[config.mk]
export PLATFORM = sky130hd
export DESIGN_NAME = cpu_sequencer_flat
export DESIGN_NICKNAME = d
export VERILOG_FILES = /design/src/rtl/cpu_sequencer_if.sv /design/src/rtl/cpu_sequencer.sv /design/src/flat_wrapper.sv
export SDC_FILE = /design/constraint.sdc
export NUM_CORES = 1
export LEC_CHECK = 0
export ABC_AREA = 1
export CAP_MARGIN = 30
export CORE_UTILIZATION = 38
export CTS_CLUSTER_DIAMETER = 80
export DETAILED_ROUTE_END_ITERATION = 10
export GPL_ROUTABILITY_DRIVEN = 0
export GPL_TIMING_DRIVEN = 0
export PLACE_DENSITY = 0.83
export SYNTH_ARGS = -nofsm -noshare
export SYNTH_HDL_FRONTEND = slang
export SYNTH_SLANG_ARGS = --single-unit
[constraint.sdc]
create_clock -name clk -period 1.3 [get_ports clk]
set_input_delay 0.26 -clock clk [delete_from_list [all_inputs] [get_ports clk]]
set_output_delay 0.26 -clock clk [all_outputs]
set_load 0.01 [all_outputs]
[src/rtl/cpu_sequencer_if.sv]
`default_nettype none
// ============================================================================
//  Module      : cpu_sequencer_if
//  Description : Bundle of the memory bus and datapath control signals that
//                connect the CPU sequencer to memory and the register-file /
//                ALU datapath.
//                master : the sequencer (drives strobes, address, status)
//                slave  : memory + datapath side (drives start_pc, mem_rdata,
//                         dp_out)
//  Ports       : start_pc[7:0], mem_rdata[15:0], dp_out[15:0]  (into master)
//                mem_addr[7:0], mem_rd, mem_wr, rnum[2:0], vsel[1:0],
//                write, loada, loadb, loadc, loads, asel, bsel,
//                alu_op[1:0], shift[1:0], sximm8[15:0], sximm5[15:0],
//                pc[7:0], halted, illegal                  (out of master)
//  Revision    : 1.0  initial release
// ============================================================================
interface cpu_sequencer_if;
   logic [7:0]  start_pc;
   logic [15:0] mem_rdata;
   logic [15:0] dp_out;
   logic [7:0]  mem_addr;
   logic        mem_rd;
   logic        mem_wr;
   logic [2:0]  rnum;
   logic [1:0]  vsel;
   logic        write;
   logic        loada;
   logic        loadb;
   logic        loadc;
   logic        loads;
   logic        asel;
   logic        bsel;
   logic [1:0]  alu_op;
   logic [1:0]  shift;
   logic [15:0] sximm8;
   logic [15:0] sximm5;
   logic [7:0]  pc;
   logic        halted;
   logic        illegal;

   modport master (
      input  start_pc, mem_rdata, dp_out,
      output mem_addr, mem_rd, mem_wr, rnum, vsel, write, loada, loadb,
             loadc, loads, asel, bsel, alu_op, shift, sximm8, sximm5, pc,
             halted, illegal
   );

   modport slave (
      output start_pc, mem_rdata, dp_out,
      input  mem_addr, mem_rd, mem_wr, rnum, vsel, write, loada, loadb,
             loadc, loads, asel, bsel, alu_op, shift, sximm8, sximm5, pc,
             halted, illegal
   );
endinterface
`default_nettype wire

[src/rtl/cpu_sequencer.sv]
`default_nettype none
// ============================================================================
//  Module      : cpu_sequencer
//  Description : Fetch/decode/execute controller for the 16-bit simple RISC
//                CPU. Owns the program counter and instruction register,
//                shares the single-port 256x16 memory between instruction
//                fetch and LDR/STR, and sequences the datapath strobes one
//                state per cycle until HALT retires.
//  Ports       : clk  - rising-edge clock
//                rst  - asynchronous active-high reset
//                bus  - cpu_sequencer_if.master (memory bus, datapath
//                       strobes, immediates, pc and status flags)
//  Revision    : 1.0  initial release
// ============================================================================
module cpu_sequencer (
   input  logic                  clk,
   input  logic                  rst,
   cpu_sequencer_if.master       bus
);

   typedef enum logic [3:0] {
      S_RST    = 4'd0,
      S_FETCH  = 4'd1,
      S_LOADIR = 4'd2,
      S_DECODE = 4'd3,
      S_WRIMM  = 4'd4,
      S_RDA    = 4'd5,
      S_RDB    = 4'd6,
      S_EXEC   = 4'd7,
      S_WB     = 4'd8,
      S_MEM    = 4'd9,
      S_WBM    = 4'd10,
      S_ADDR   = 4'd11,
      S_RDD    = 4'd12,
      S_PASS   = 4'd13,
      S_STORE  = 4'd14,
      S_HALT   = 4'd15
   } state_t;

   state_t      r_state;
   state_t      w_next;
   logic [7:0]  r_pc;
   logic [15:0] r_ir;
   logic [7:0]  r_dar;
   logic        r_illegal;

   // Instruction fields
   logic [2:0] w_opc;
   logic [1:0] w_op;
   logic [2:0] w_rn;
   logic [2:0] w_rd;
   logic [2:0] w_rm;
   logic [1:0] w_sh;

   assign w_opc = r_ir[15:13];
   assign w_op  = r_ir[12:11];
   assign w_rn  = r_ir[10:8];
   assign w_rd  = r_ir[7:5];
   assign w_sh  = r_ir[4:3];
   assign w_rm  = r_ir[2:0];

   // Instruction class decode
   logic w_is_movi, w_is_movr, w_is_alu, w_is_cmp, w_is_mvn;
   logic w_is_ldr, w_is_str, w_is_halt, w_is_bad;

   assign w_is_movi = (w_opc == 3'b110) && (w_op == 2'b10);
   assign w_is_movr = (w_opc == 3'b110) && (w_op == 2'b00);
   assign w_is_alu  = (w_opc == 3'b101);
   assign w_is_cmp  = w_is_alu && (w_op == 2'b01);
   assign w_is_mvn  = w_is_alu && (w_op == 2'b11);
   assign w_is_ldr  = (w_opc == 3'b011) && (w_op == 2'b00);
   assign w_is_str  = (w_opc == 3'b100) && (w_op == 2'b00);
   assign w_is_halt = (w_opc == 3'b111);
   assign w_is_bad  = !(w_is_movi || w_is_movr || w_is_alu ||
                        w_is_ldr  || w_is_str  || w_is_halt);

   // Only the low byte of the datapath C register forms an address
   logic w_unused_dp_hi;
   assign w_unused_dp_hi = ^bus.dp_out[15:8];

   // ------------------------------------------------------------------
   // State and architectural registers
   // ------------------------------------------------------------------
   always_ff @(posedge clk or posedge rst) begin
      if (rst) begin
         r_state   <= S_RST;
         r_pc      <= 8'h00;
         r_ir      <= 16'h0000;
         r_dar     <= 8'h00;
         r_illegal <= 1'b0;
      end else begin
         r_state <= w_next;
         case (r_state)
            S_RST:    r_pc <= bus.start_pc;
            S_LOADIR: begin
               r_ir <= bus.mem_rdata;
               r_pc <= r_pc + 8'd1;
            end
            S_DECODE: if (w_is_bad) r_illegal <= 1'b1;
            S_ADDR:   r_dar <= bus.dp_out[7:0];
            default:  ;
         endcase
      end
   end

   // ------------------------------------------------------------------
   // Next state and Moore control decode
   // ------------------------------------------------------------------
   logic [7:0] w_mem_addr;
   logic       w_mem_rd, w_mem_wr, w_write, w_loada, w_loadb, w_loadc;
   logic       w_loads, w_asel, w_bsel, w_halted;
   logic [2:0] w_rnum;
   logic [1:0] w_vsel, w_alu_op, w_shift;

   always_comb begin
      w_next     = r_state;
      w_mem_addr = r_pc;
      w_mem_rd   = 1'b0;
      w_mem_wr   = 1'b0;
      w_rnum     = 3'd0;
      w_vsel     = 2'b00;
      w_write    = 1'b0;
      w_loada    = 1'b0;
      w_loadb    = 1'b0;
      w_loadc    = 1'b0;
      w_loads    = 1'b0;
      w_asel     = 1'b0;
      w_bsel     = 1'b0;
      w_alu_op   = 2'b00;
      w_shift    = 2'b00;
      w_halted   = 1'b0;

      case (r_state)
         S_RST:    w_next = S_FETCH;
         S_FETCH: begin
            w_mem_rd = 1'b1;
            w_next   = S_LOADIR;
         end
         S_LOADIR: w_next = S_DECODE;
         S_DECODE: begin
            if (w_is_movi)                          w_next = S_WRIMM;
            else if (w_is_movr || w_is_mvn)         w_next = S_RDB;
            else if (w_is_alu || w_is_ldr || w_is_str) w_next = S_RDA;
            else                                    w_next = S_HALT; // HALT or illegal
         end
         S_WRIMM: begin
            w_rnum  = w_rn;
            w_vsel  = 2'b01;
            w_write = 1'b1;
            w_next  = S_FETCH;
         end
         S_RDA: begin
            w_rnum  = w_rn;
            w_loada = 1'b1;
            w_next  = (w_is_ldr || w_is_str) ? S_EXEC : S_RDB;
         end
         S_RDB: begin
            w_rnum  = w_rm;
            w_loadb = 1'b1;
            w_next  = S_EXEC;
         end
         S_EXEC: begin
            w_shift = w_sh;
            if (w_is_ldr || w_is_str) begin
               // Effective address = Rn + sximm5
               w_bsel   = 1'b1;
               w_alu_op = 2'b00;
               w_loadc  = 1'b1;
            end else begin
               // MOV-reg reuses ADD with A forced to zero
               w_alu_op = w_op;
               w_asel   = w_is_movr || w_is_mvn;
               if (w_is_cmp) w_loads = 1'b1;
               else          w_loadc = 1'b1;
            end
            if (w_is_cmp)      w_next = S_FETCH;
            else if (w_is_ldr) w_next = S_MEM;
            else if (w_is_str) w_next = S_ADDR;
            else               w_next = S_WB;
         end
         S_WB: begin
            w_rnum  = w_rd;
            w_vsel  = 2'b00;
            w_write = 1'b1;
            w_next  = S_FETCH;
         end
         S_MEM: begin
            w_mem_addr = bus.dp_out[7:0];
            w_mem_rd   = 1'b1;
            w_next     = S_WBM;
         end
         S_WBM: begin
            w_rnum  = w_rd;
            w_vsel  = 2'b10;
            w_write = 1'b1;
            w_next  = S_FETCH;
         end
         S_ADDR:   w_next = S_RDD;
         S_RDD: begin
            w_rnum  = w_rd;
            w_loadb = 1'b1;
            w_next  = S_PASS;
         end
         S_PASS: begin
            // Route Rd through the ALU so C holds the store data
            w_asel   = 1'b1;
            w_loadc  = 1'b1;
            w_alu_op = 2'b00;
            w_shift  = 2'b00;
            w_next   = S_STORE;
         end
         S_STORE: begin
            w_mem_addr = r_dar;
            w_mem_wr   = 1'b1;
            w_next     = S_FETCH;
         end
         S_HALT: begin
            w_halted = 1'b1;
            w_next   = S_HALT;
         end
         default: w_next = S_HALT;
      endcase
   end

   assign bus.mem_addr = w_mem_addr;
   assign bus.mem_rd   = w_mem_rd;
   assign bus.mem_wr   = w_mem_wr;
   assign bus.rnum     = w_rnum;
   assign bus.vsel     = w_vsel;
   assign bus.write    = w_write;
   assign bus.loada    = w_loada;
   assign bus.loadb    = w_loadb;
   assign bus.loadc    = w_loadc;
   assign bus.loads    = w_loads;
   assign bus.asel     = w_asel;
   assign bus.bsel     = w_bsel;
   assign bus.alu_op   = w_alu_op;
   assign bus.shift    = w_shift;
   assign bus.sximm8   = {{8{r_ir[7]}}, r_ir[7:0]};
   assign bus.sximm5   = {{11{r_ir[4]}}, r_ir[4:0]};
   assign bus.pc       = r_pc;
   assign bus.halted   = w_halted;
   assign bus.illegal  = r_illegal;

endmodule
`default_nettype wire

[src/flat_wrapper.sv]
// flat-port wrapper written by rule: the top's interface ports become plain ports
module cpu_sequencer_flat 
  (clk, rst, bus_start_pc, bus_mem_rdata, bus_dp_out, bus_mem_addr, bus_mem_rd, bus_mem_wr, bus_rnum, bus_vsel, bus_write, bus_loada, bus_loadb, bus_loadc, bus_loads, bus_asel, bus_bsel, bus_alu_op, bus_shift, bus_sximm8, bus_sximm5, bus_pc, bus_halted, bus_illegal);
  cpu_sequencer_if bus_i ();
  input  logic clk;
  input  logic rst;
  input wire logic [$bits(bus_i.start_pc)-1:0] bus_start_pc;
  input wire logic [$bits(bus_i.mem_rdata)-1:0] bus_mem_rdata;
  input wire logic [$bits(bus_i.dp_out)-1:0] bus_dp_out;
  output wire logic [$bits(bus_i.mem_addr)-1:0] bus_mem_addr;
  output wire logic [$bits(bus_i.mem_rd)-1:0] bus_mem_rd;
  output wire logic [$bits(bus_i.mem_wr)-1:0] bus_mem_wr;
  output wire logic [$bits(bus_i.rnum)-1:0] bus_rnum;
  output wire logic [$bits(bus_i.vsel)-1:0] bus_vsel;
  output wire logic [$bits(bus_i.write)-1:0] bus_write;
  output wire logic [$bits(bus_i.loada)-1:0] bus_loada;
  output wire logic [$bits(bus_i.loadb)-1:0] bus_loadb;
  output wire logic [$bits(bus_i.loadc)-1:0] bus_loadc;
  output wire logic [$bits(bus_i.loads)-1:0] bus_loads;
  output wire logic [$bits(bus_i.asel)-1:0] bus_asel;
  output wire logic [$bits(bus_i.bsel)-1:0] bus_bsel;
  output wire logic [$bits(bus_i.alu_op)-1:0] bus_alu_op;
  output wire logic [$bits(bus_i.shift)-1:0] bus_shift;
  output wire logic [$bits(bus_i.sximm8)-1:0] bus_sximm8;
  output wire logic [$bits(bus_i.sximm5)-1:0] bus_sximm5;
  output wire logic [$bits(bus_i.pc)-1:0] bus_pc;
  output wire logic [$bits(bus_i.halted)-1:0] bus_halted;
  output wire logic [$bits(bus_i.illegal)-1:0] bus_illegal;
  assign bus_i.start_pc = bus_start_pc;
  assign bus_i.mem_rdata = bus_mem_rdata;
  assign bus_i.dp_out = bus_dp_out;
  assign bus_mem_addr = bus_i.mem_addr;
  assign bus_mem_rd = bus_i.mem_rd;
  assign bus_mem_wr = bus_i.mem_wr;
  assign bus_rnum = bus_i.rnum;
  assign bus_vsel = bus_i.vsel;
  assign bus_write = bus_i.write;
  assign bus_loada = bus_i.loada;
  assign bus_loadb = bus_i.loadb;
  assign bus_loadc = bus_i.loadc;
  assign bus_loads = bus_i.loads;
  assign bus_asel = bus_i.asel;
  assign bus_bsel = bus_i.bsel;
  assign bus_alu_op = bus_i.alu_op;
  assign bus_shift = bus_i.shift;
  assign bus_sximm8 = bus_i.sximm8;
  assign bus_sximm5 = bus_i.sximm5;
  assign bus_pc = bus_i.pc;
  assign bus_halted = bus_i.halted;
  assign bus_illegal = bus_i.illegal;
  cpu_sequencer u_core (.clk(clk), .rst(rst), .bus(bus_i));
endmodule
-- Word level (Yosys, flattened, before mapping)
Index checks and enable logic that the tools add are counted.
- add/subtract/negate cells: 1
- reductions and logical operators: 25
- equal/unequal tests: 23
- bitwise operators: 1
- muxes and demuxes: 31
- operators by type and width (operator ; count):
    $pmux W4 S12 ; 1
    $eq A4 B4 Y1 const B ; 8
    $pmux W8 S2 ; 2
    $mux W4 ; 5
    $eq A4 B3 Y1 const B ; 4
    $mux W1 ; 15
    $eq A3 B3 Y1 const B ; 4
    $logic_or A1 B1 Y1 ; 9
    $pmux W3 S3 ; 1
    $add A8 B1 Y8 const B ; 1
    $eq A4 B2 Y1 const B ; 2
    $mux W2 ; 4
    $logic_and A1 B1 Y1 ; 6
    $reduce_or A2 Y1 ; 3
    $reduce_or A3 Y1 ; 2
    $reduce_or A5 Y1 ; 1
    $eq A2 B2 Y1 const B ; 2
    $eq A4 B1 Y1 const B ; 1
    $logic_not A4 Y1 ; 1
    $pmux W1 S2 ; 2
    $pmux W2 S2 ; 1
    $eq A3 B2 Y1 const B ; 1
    $eq A2 B1 Y1 const B ; 1
    $logic_not A2 Y1 ; 1
    3 further kinds ; 3
- logic and storage cells: 86
- flip-flop bits (word level): 37
- output and inout bits: 68
- input port bits: 42

-- Logic depth before layout (Yosys ltp)
Gate-level depths: netlist of the first run.
- word-level depth: 9
- gate-level depth with buffers: 8
- depth with buffers taken out: 8

-- Worst setup path before layout of the first run
No wires, ideal clock.
- path type: register to output
- start point: register u_core.r_state[1]
- end point: output port bus_mem_addr[0]
- cell stages (with the launch flop): 7
- data arrival time: 1.206 ns
- required time: 1.040 ns
- setup slack: -0.166 ns
- path through: dfrtp_1 buf_6 nor2_1 inv_2 nor2_2 inv_2 o211ai_1
- word-level cells in the longest chain between the ends: 2
- elaborated cells on any way between the ends: 3
- those cells by class: eq/ne (2); mux (1)
- RTL lines (item ; line ; RTL):
    start: declaration ; cpu_sequencer.sv:40 ; state_t r_state;
    start signal: assignment ; cpu_sequencer.sv:92 ; r_state <= w_next;
    $eq A4 B4 Y1 ; cpu_sequencer.sv:133 ; case (r_state)
    $pmux W8 S2 * ; cpu_sequencer.sv:133 ;
    end: declaration ; flat_wrapper.sv:10 ; output wire logic [$bits(bus_i.mem_addr)-1:0] bus_mem_addr;
Mark *: on every way between the ends. The rest lies on a longest branch, timed or not.

-- Worst setup path after layout of the first run
- start point: register u_core.r_state[2]
- end point: output port bus_write
- word-level cells in the longest chain between the ends: 3
- elaborated cells on any way between the ends: 5
- those cells by class: eq/ne (3); mux (1); reduce/logical (1)
- RTL lines (item ; line ; RTL):
    $eq A4 B3 Y1 or $eq A4 B4 Y1 (tied branches) ; cpu_sequencer.sv:133 ;
    $reduce_or A3 Y1 (no line) * ; -- ;
    $mux W1 * ; cpu_sequencer.sv:133 ;
    end: declaration ; flat_wrapper.sv:15 ; output wire logic [$bits(bus_i.write)-1:0] bus_write;
Marked as above.

==> results of run 1 <==
-- kinds of logic after synthesis --
group / Yosys count
compound gates: 43
fa+ha+maj: 1
simple gates: 186
buf+inv: 74
flops: 37
-- cells in the final DEF (no fill, tap or decap), types with 2 or more instances in the layout --
cell type,count
o21ai_2,2
nor3_2,2
nand4_4,2
buf_2,19
nand2_8,2
o21ai_1,15
nor2_4,16
nand3_4,3
clkdlybuf4s50_1,33
inv_1,24
a21oi_1,4
clkdlybuf4s15_2,4
nand3_2,3
inv_4,4
clkbuf_8,5
clkinv_2,2
inv_2,5
o211ai_1,12
nand3_1,13
dfrtp_1,28
nand2_2,11
nand4_1,3
buf_6,98
buf_8,3
o21ai_0,5
nand2_1,101
dlygate4sd2_1,9
nor2_2,8
nand2_4,2
buf_4,50
o21bai_1,2
dfrtp_2,9
nor2_1,20
-- metal layers --
layer	vias to the layer above	wire (um)	part of all wire	track usage
met5	-	0	0	0
met4	0	674	0.062	0.1281
met3	70	759	0.070	0.05889
met2	204	5587	0.51	0.5150
met1	1553	3872	0.36	0.2936
li1	1430	-	-	-
-- Yosys cell counts (all sizes together) --
| master | count | share of area |
|---|---|---|
| ha | 1 | 0.0052 |
| nor3 | 2 | 0.0041 |
| nand3 | 19 | 0.041 |
| nor2 | 44 | 0.078 |
| o21bai | 2 | 0.0062 |
| nand2 | 116 | 0.19 |
| a21oi | 5 | 0.010 |
| dfrtp | 37 | 0.38 |
| inv | 35 | 0.055 |
| nand3b | 1 | 0.0031 |
| nand4 | 4 | 0.013 |
| buf | 39 | 0.13 |
| o21ai | 23 | 0.048 |
| o21a | 1 | 0.0031 |
| o211ai | 12 | 0.037 |
-- stage by stage --
| step | worst slack [ns] | hold slack (ns) | util | cell area (um^2) | cells |
|---|---|---|---|---|---|
| global route | -0.6966 | 0.5036 | 0.7832 | 4720 | 605 |
| detailed placement | -0.7638 | 0.4615 | 0.5866 | 3535 | 517 |
| finish | -0.6643 | 0.4238 | 0.7832 | 4720 | 605 |
| floorplan | -0.09300 | 0.3766 | - | 2430 | 341 |
| global placement | -0.7194 | 0.4557 | 0.5866 | 3535 | 517 |
| CTS | -0.5383 | 0.4534 | 0.7228 | 4355 | 591 |
-- power by group through the flow --
stage | Combinational (mW) | Sequential, mW | Clock (mW)
2_1_floorplan | 3.26 | 2.30 | 0
3_3_place_gp | 5.60 | 2.35 | 0
3_5_place_dp | 5.76 | 2.38 | 0
4_1_cts | 7.92 | 2.18 | 0.801
5_1_grt | 10.1 | 2.36 | 0.859
6_report | 9.52 | 2.32 | 0.811
-- area by class of cell --
cell class / count / area (um^2) / area share
inverter: 35 / 152.6 / 0.03234
sequential: 37 / 937.1 / 0.1986
tap: 75 / 93.84 / 0.01988
timing repair buffer: 187 / 1745 / 0.3698
clock inverter: 2 / 10.01 / 0.002121
buffer: 32 / 367.9 / 0.07794
clock buffer: 6 / 72.57 / 0.01538
multi-input combinational: 231 / 1340 / 0.2839
-- final timing paths --
path,start,to,depth (start not counted)
worst max-delay path,u_core.r_state[2]$_DFF_PP0_,bus_write,6
worst min-delay path,rst,u_core.bus.pc[6]$_DFFE_PP0P_,2
worst max register to register,u_core.r_state[3]$_DFF_PP0_,u_core.bus.pc[0]$_DFFE_PP0P_,10
worst min register to register,u_core.bus.illegal$_DFFE_PP0P_,u_core.bus.illegal$_DFFE_PP0P_,1
max in group asynchronous,rst,u_core.r_state[2]$_DFF_PP0_,2
min in group clk,bus_mem_rdata[14],u_core.r_ir[14]$_DFFE_PP0P_,3
-- sequential cells by signal, summed over array words and instances (netlist names) --
name                count
u_core.r_ir            16
u_core.bus.pc           8
u_core.r_dar            8
u_core.r_state          4
u_core.bus.illegal      1
-- worst max-delay path: stages (launching register included) --
cell	delay (ns)
dfrtp_2	0.47
buf_4	0.15
nand2_2	0.13
nor2_4	0.19
inv_1	0.10
a21oi_1	0.18
buf_2	0.18
-- timing repair --
| action | in CTS | in global routing |
|---|---|---|
| pin swaps | 31 | 38 |
| setup buffers | 64 | 27 |
| cloned | 3 | 2 |
| endpoints found under the setup margin | 96 | 96 |
| gates resized for setup | 360 | 85 |
==> impl_metrics.tcl, run 1 <==
set metrics [dict create \
    status "complete, but fails checks" \
    violations "design-rule violations, negative setup slack" \
    max_cap_viol_count 0 \
    synth.cell_area_um2 2412 \
    cp-end-kind "output pin" \
    leakage_nw 2.308 \
    p_per_area_nw_per_um2 2680 \
    syn_inst 341 \
    io_buffer_count 101 \
    yosysWarnings 0 \
    period_needed_ns 1.964 \
    cts_sinks 37 \
    grt_max_degree 38 \
    drt_iter0_drc 190 \
    synth.distinct_cells 26 \
    antenna_found_initial 0 \
    tightest_slew_ns 0.7948 \
    ir_drop_v 0.001535 \
    wirelength_um 10890 \
    crit_fanout 6 \
    num_rows 28 \
    grt_overflow_total 0 \
    pwr-share-seq 0.183 \
    muxShareOfSynthArea 0 \
    cp.arrival_ns 1.70 \
    maxSlewHeadroom 0.4693 \
    dr.pass1.iters 8 \
    fin_tns_setup_ns -26.67 \
    clk_path_buf_depth 2 \
    hpwlAfterDp_um 5007 \
    setup_slack_ns -0.6643 \
    clk_pin_slew_worst_paths_ns 0.08 \
    cts_hold_buf 0 \
    track_usage 0.2758 \
    path_class "reg2out" \
    fp.dieArea_um2 6671 \
    maxSlewViolCount 0 \
    clk_latency_ns 0.31 \
    required_ns 1.04 \
    core-area_um2 6026 \
    synth_top_family_by_area "simple AND/OR/NAND/NOR gates" \
    swShare 0.4412 \
    critPathLaunchType "flop" \
    rrSetupSlack_ns -0.42 \
    synthesis.nets 384 \
    synth_area_per_cell_um2 7.074 \
    die_x_um 81.68 \
    drive_above_1_share 0.4830 \
    layout.nets 572 \
    skew_ns 0.007060 \
    synth_fa_ha_area_frac 0.005187 \
    htree_levels 2 \
    cts_tree "done" \
    pwr-share-comb 0.753 \
    grt_pass1_wl_um 13860 \
    finalHoldViolations 0 \
    rsz0062_at_grt "true" \
    clkPwrFrac 0.064 \
    synth-compound-area-share 0.1048 \
    p_int_mw 7.068 \
    fillCellCount 377 \
    via_per_inst 5.383 \
    ant_nets 0 \
    period_share 1.511 \
    setup_viol 90 \
    clock-root-buffer "clkbuf_8" \
    hold_class "in2async" \
    area_growth_pct 95.64 \
    post_drt_wl_per_cell_um 18.01 \
    drc 1 \
    synth_xor_area_frac 0 \
    finalPower_mw 12.65 \
    yosys.area_share.simple 0.3252 \
    num_vias 3257 \
    die_h_um 81.68 \
    cts_buffers 5 \
    start_util 0.4003 \
    ys_seq_elements 37 \
    seq_area_frac_synth 0.3838 \
    fmax_ghz 0.5091 \
    boundaryPins 110 \
    switching_power_mw 5.581 \
    grt_pass1_vias 3076 \
    n_antenna_cell 0 \
]
Note: power is estimated with default switching activity, not from simulation.
==> run 2, diff against run 1 <==
--- a/config.mk
+++ b/config.mk
@@ -12,7 +12,8 @@
 export DETAILED_ROUTE_END_ITERATION = 10
 export GPL_ROUTABILITY_DRIVEN = 0
 export GPL_TIMING_DRIVEN = 0
-export PLACE_DENSITY = 0.83
+export PLACE_DENSITY_LB_ADDON = 0.3
+export REMOVE_ABC_BUFFERS = 1
 export SYNTH_ARGS = -nofsm -noshare
 export SYNTH_HDL_FRONTEND = slang
 export SYNTH_SLANG_ARGS = --single-unit
==> run 2 against run 1 <==
The flow finishes with violations (negative setup slack). Utilization shrank 5.1 points. Die area did not move. Clock-buffer cell count unchanged. Setup slack worse by 0.017 ns. Total power down 7.9%. Largest cell class unchanged.
==> impl_metrics.tcl, run 2 (same netlist as run 1, synthesis figures left out) <==
set metrics [dict create \
    status "complete, but fails checks" \
    violations "negative setup slack" \
    place_inst 479 \
    fp.dieArea_um2 6671 \
    hpwlAfterDp_um 4472 \
    grt_max_degree 38 \
    post_drt_wl_per_cell_um 18.00 \
    boundaryPins 110 \
    leakage_nw 2.121 \
    largest_reg_flops 16 \
    ir_drop_v 0.001398 \
    seqCellArea_um2 938.4 \
    largest-register "u_core.r_ir" \
    path_class "reg2out" \
    crit_fanout 4 \
    crit_slowest_cell "dfrtp_2" \
    die_h_um 81.68 \
    drt_iter0_drc 287 \
    regToRegStartpoint "u_core.r_state[0]$_DFF_PP0_" \
    setup_viol 64 \
    met1_usage 0.2971 \
    period_share 1.524 \
    rrSetupSlack_ns -0.46 \
    die_x_um 81.68 \
    clk_latency_ns 0.29 \
    num_rows 28 \
    track_usage 0.2518 \
    dp_slack_ns -0.9295 \
    num_vias 3127 \
    finalPower_mw 11.64 \
    antenna_found_initial 0 \
    cp.arrival_ns 1.72 \
    cp-end-kind "output pin" \
    rr_endpoint "u_core.bus.pc[2]$_DFFE_PP0P_" \
    place_area_um2 3229 \
    top_usage_layer "met2" \
    layout.nets 539 \
    max_cap_viol_count 0 \
    layoutNonFillerInstCount 572 \
    period_needed_ns 1.982 \
    worst_hold_slack_ns 0.4355 \
    critPathMostFrequentCell "nor2_4" \
    wirelength_um 10300 \
    core-area_um2 6026 \
    final_common_cell "nand2_1" \
    clk_path_buf_depth 2 \
    grt_overflow_total 0 \
    required_ns 1.04 \
    ant_nets 0 \
    rsz0062_at_grt "true" \
    drc 0 \
    hold_class "in2async" \
    fin_util 0.7317 \
    met3_usage 0.04778 \
    worstSetupStartpoint "u_core.r_state[0]$_DFF_PP0_" \
    dr.pass1.iters 6 \
    endpoint "bus_mem_addr[6]" \
    grt_pass1_wl_um 12690 \
    fillCellCount 409 \
    final_cell_mix "nand2_1 (85), buf_2 (45), buf_6 (40)" \
    p_per_area_nw_per_um2 2641 \
    critPathLaunchType "flop" \
    cts_tree "done" \
    setup_slack_ns -0.6817 \
    grt_pass1_vias 2692 \
    via_per_inst 5.467 \
    tightest_slew_ns 0.8073 \
    finalHoldViolations 0 \
    worst-r2r-cell-count 10 \
    n_antenna_cell 0 \
    drive_above_1_share 0.4889 \
    use_met2 0.4433 \
    fin_tns_setup_ns -24.69 \
    skew_ns 0.01041 \
    multi_input_area_um2 1494 \
    start_util 0.4003 \
    area_growth_pct 82.78 \
    maxSlewViolCount 0 \
    design_area_um2 4409 \
    fmax_ghz 0.5046 \
    io_buffer_count 101 \
    cts_sinks 37 \
    clk_pin_slew_worst_paths_ns 0.08 \
    clock-root-buffer "clkbuf_8" \
    maxSlewHeadroom 0.4610 \
    cpPeakStageDelay_ns 0.40 \
    htree_levels 2 \
    crit_chain "inv_4 > nor2_4 > inv_4 > nor2_4 > nor2_4 > buf_6 > buf_6 > nand2_2 > o211ai_1 > buf_2" \
    cts_buffers 5 \
]
## run 2: changes by cell type in the layout (fill, tap and decap cells not counted), sizes merged
cell           delta
buf              -37
clkbuf            -2
clkdlybuf4s15     -4
dlygate4sd2       +8
nand3             +2
## run 2: repair_timing
action                                 4_1_cts  5_1_grt
pin swaps                                   21       30
setup buffers                               56       29
endpoints found under the hold margin        0        0
gates resized for setup                    311      106
cloned                                       3        2
setup endpoints to repair                  105       65
hold buffers                                 0        0
## run 2: cell type report
type,count,area share
clock buffer,6,0.01646
clock inverter,2,0.002270
inverter,35,0.03519
multi-input combinational,233,0.3388
sequential,37,0.2128
tap,75,0.02128
timing repair buffer,184,0.3732
## run 2: metal layers
metal / routed length (um) / part of all wire
met1: 3859 / 0.37
met2: 4842 / 0.47
met3: 936 / 0.091
met4: 660 / 0.064
met5: 0 / 0
## run 2: worst min-delay path by stage
stage | start | depth (start not counted) | slack [ns] | to
global placement | u_core.r_ir[8]$_DFFE_PP0P_ | 2 | 0.46 | u_core.r_ir[8]$_DFFE_PP0P_
finish | rst | 2 | 0.44 | u_core.bus.pc[7]$_DFFE_PP0P_
CTS | rst | 2 | 0.47 | u_core.bus.pc[6]$_DFFE_PP0P_
global route | bus_mem_rdata[7] | 3 | 0.50 | u_core.r_ir[7]$_DFFE_PP0P_
floorplan | bus_mem_rdata[10] | 2 | 0.38 | u_core.r_ir[10]$_DFFE_PP0P_
detailed placement | u_core.r_ir[8]$_DFFE_PP0P_ | 2 | 0.46 | u_core.r_ir[8]$_DFFE_PP0P_
## run 2: power by group
part	total [mW]	internal (mW)	leakage (nW)	switching, mW
Sequential	2.37	1.77	0.437	0.604
Clock	0.798	0.372	0.0450	0.426
Combinational	8.47	3.95	1.64	4.52
Total	11.6	6.09	2.12	5.55
## run 2: critical path, delay by kind of cell (launching register included)
family	cells	cell delay, ns
compound gates	1	0.08
buf+inv	5	0.51
flops	1	0.40
simple gates	4	0.42
==> run 3, diff against run 2 <==
--- a/config.mk
+++ b/config.mk
@@ -7,7 +7,7 @@
 export LEC_CHECK = 0
 export ABC_AREA = 1
 export CAP_MARGIN = 30
-export CORE_UTILIZATION = 38
+export CORE_UTILIZATION = 42
 export CTS_CLUSTER_DIAMETER = 80
 export DETAILED_ROUTE_END_ITERATION = 10
 export GPL_ROUTABILITY_DRIVEN = 0
@@ -17,3 +17,4 @@
 export SYNTH_ARGS = -nofsm -noshare
 export SYNTH_HDL_FRONTEND = slang
 export SYNTH_SLANG_ARGS = --single-unit
+export TNS_END_PERCENT = 10
==> constraint.sdc (replaced) <==
create_clock -name clk -period 2.25 [get_ports clk]
set_input_delay 0.45 -clock clk [delete_from_list [all_inputs] [get_ports clk]]
set_output_delay 0.45 -clock clk [all_outputs]
set_load 0.01 [all_outputs]
==> run 3 against run 2 <==
The run still ends with negative setup slack left. Non-clock buffer count decreased by 74. Clock power down 25%. Critical endpoint is now bus_mem_addr[4]. Largest power group unchanged. Cell count is 14% lower. Die area shrank 9.3%. Worst hold slack better by 0.038 ns.
==> impl_metrics.tcl, run 3 (same netlist as run 1, synthesis figures left out) <==
set metrics [dict create \
    cp-end-kind "output pin" \
    rsz0062_at_grt "true" \
    hold_class "reg2reg" \
    path_class "reg2out" \
    hpwlAfterDp_um 4353 \
    maxSlewViolCount 0 \
    clkPwrFrac 0.122 \
    p_int_mw 2.755 \
    clock-root-buffer "clkbuf_8" \
    grt_overflow_total 0 \
    wirelength_um 6199 \
    pwr-share-seq 0.290 \
    cts_hold_buf 0 \
    post_drt_wl_per_cell_um 12.60 \
    grt_pass1_wl_um 10050 \
    die_x_um 77.79 \
    start_util 0.4381 \
    pwr-share-comb 0.588 \
    cts_sinks 37 \
    n_antenna_cell 0 \
    ir_drop_v 0.0006733 \
    hp-start "u_core.r_ir[9]$_DFFE_PP0P_" \
    design_area_um2 3457 \
    clk_pin_slew_worst_paths_ns 0.07 \
    drc 0 \
    grt_max_degree 38 \
    fp.dieArea_um2 6051 \
    p_per_area_nw_per_um2 1408 \
    max_cap_viol_count 0 \
    regToRegStartpoint "u_core.r_state[2]$_DFF_PP0_" \
    crit_fanout 10 \
    swShare 0.4341 \
    io_buffer_count 101 \
    cpPeakStageDelay_ns 0.47 \
    area_growth_pct 43.31 \
    num_rows 27 \
    tightest_slew_ns 0.7883 \
    worstSetupStartpoint "u_core.r_state[2]$_DFF_PP0_" \
    violations "negative setup slack" \
    cp.arrival_ns 1.85 \
    maxSlewHeadroom 0.4737 \
    num_vias 2420 \
    critPathMostFrequentCell "nor2_4" \
    largest_reg_flops 16 \
    period_share 1.024 \
    layout.nets 462 \
    via_per_inst 4.919 \
    core-area_um2 5507 \
    status "complete, but fails checks" \
    critPathLaunchType "flop" \
    final_common_cell "nand2_1" \
    die_h_um 77.79 \
    setup_viol 3 \
    setup_slack_ns -0.05365 \
    crit_chain "nand2_2 > nor2_4 > nor2_4 > buf_4 > nand2_1 > o211ai_1 > dlygate4sd2_1" \
    finalHoldViolations 0 \
    drive_above_1_share 0.1262 \
    cts_buffers 5 \
    dr.pass1.iters 4 \
    grt_pass1_vias 2225 \
    drt_iter0_drc 149 \
    clk_path_buf_depth 2 \
    leakage_nw 1.714 \
    switching_power_mw 2.113 \
    period_needed_ns 2.304 \
    skew_ns 0.004597 \
    antenna_found_initial 0 \
    clk_latency_ns 0.29 \
    ant_nets 0 \
    largest-register "u_core.r_ir" \
    finalPower_mw 4.867 \
    cts_tree "done" \
    required_ns 1.80 \
    fillCellCount 497 \
    place_area_um2 3226 \
    track_usage 0.2114 \
    crit_slowest_cell "dfrtp_2" \
    boundaryPins 110 \
    htree_levels 2 \
    fmax_ghz 0.4341 \
    seqCellArea_um2 932.1 \
    multi_input_area_um2 1112 \
    final_cell_mix "nand2_1 (111), clkdlybuf4s50_1 (81), nor2_1 (33)" \
]
==> run 3: cell types whose count changed in the layout (fill, tap and decap cells not counted), sizes merged <==
cell | previous run | this run
nand3 | 21 | 19
clkinvlp | 1 | 0
dlygate4sd2 | 17 | 7
inv | 34 | 35
bufinv | 0 | 1
clkdlybuf4s15 | 1 | 0
buf | 133 | 9
clkinv | 2 | 0
clkdlybuf4s50 | 33 | 81
dlymetal6s2s | 0 | 8
clkbuf | 6 | 12
nand4 | 5 | 4
==> run 3: cell type report <==
class                      instances  share of cell area
clock inverter                     1            0.008686
tap                               72             0.02606
multi-input combinational        230              0.3218
sequential                        37              0.2696
timing repair buffer             110              0.3102
clock buffer                       7             0.02497
inverter                          35             0.03873
==> run 3: through the flow <==
step                setup TNS, ns  hold slack (ns)  std cells    util  setup WS, ns
finish                    -0.1028           0.4738        492  0.6278      -0.05365
detailed placement        -0.9998           0.4600        476  0.5858       -0.1291
CTS                       -0.6922           0.4787        489  0.6178       -0.1920
global route              -0.4118           0.4925        492  0.6278       -0.1518
floorplan                       0           0.4422        302       -        0.3007
global placement           -5.518           0.4545        475  0.5830       -0.3607
==> run 3: final timing paths <==
kind | cells after the start | endpoint | slack, ns
max | 7 | bus_mem_addr[4] | -0.05
min | 2 | u_core.r_ir[9]$_DFFE_PP0P_ | 0.47
max reg2reg | 8 | u_core.bus.pc[5]$_DFFE_PP0P_ | 0.27
min reg2reg | 2 | u_core.r_ir[9]$_DFFE_PP0P_ | 0.47
max in group asynchronous | 2 | u_core.r_state[2]$_DFF_PP0_ | 1.08
min in group asynchronous | 2 | u_core.r_ir[6]$_DFFE_PP0P_ | 0.62
==> run 3: critical path, delay by kind of cell, from the launching register on <==
family          cells  cell delay [ns]
simple gates        4             0.58
flops               1             0.47
compound gates      1             0.08
buf+inv             2             0.43
==> run 3: power groups by stage <==
| stage | clock, mW | sequential [mW] | combinational [mW] |
|---|---|---|---|
| after detailed placement | 0 | 1.43 | 2.74 |
| final | 0.596 | 1.41 | 2.86 |
| after global placement | 0 | 1.42 | 2.67 |
| after global routing | 0.634 | 1.48 | 3.15 |
| after CTS | 0.611 | 1.39 | 2.83 |
| after floorplan | 0 | 1.53 | 1.19 |
==> run 3: layer usage <==
layer	global-route usage	part of all wire	vias to the layer above	wire length (um)
met3	0.05176	0.088	9	544
met1	0.2708	0.42	1106	2608
met5	0	0	-	0
met2	0.3416	0.47	102	2918
li1	-	-	1203	-
met4	0.08302	0.021	0	128
==> run 3: what timing repair did <==
item | CTS | global route
pin swaps | 1 | 1
resized for setup | 25 | 26
buffers inserted | 5 | 3
endpoints found under the setup margin | 26 | 19
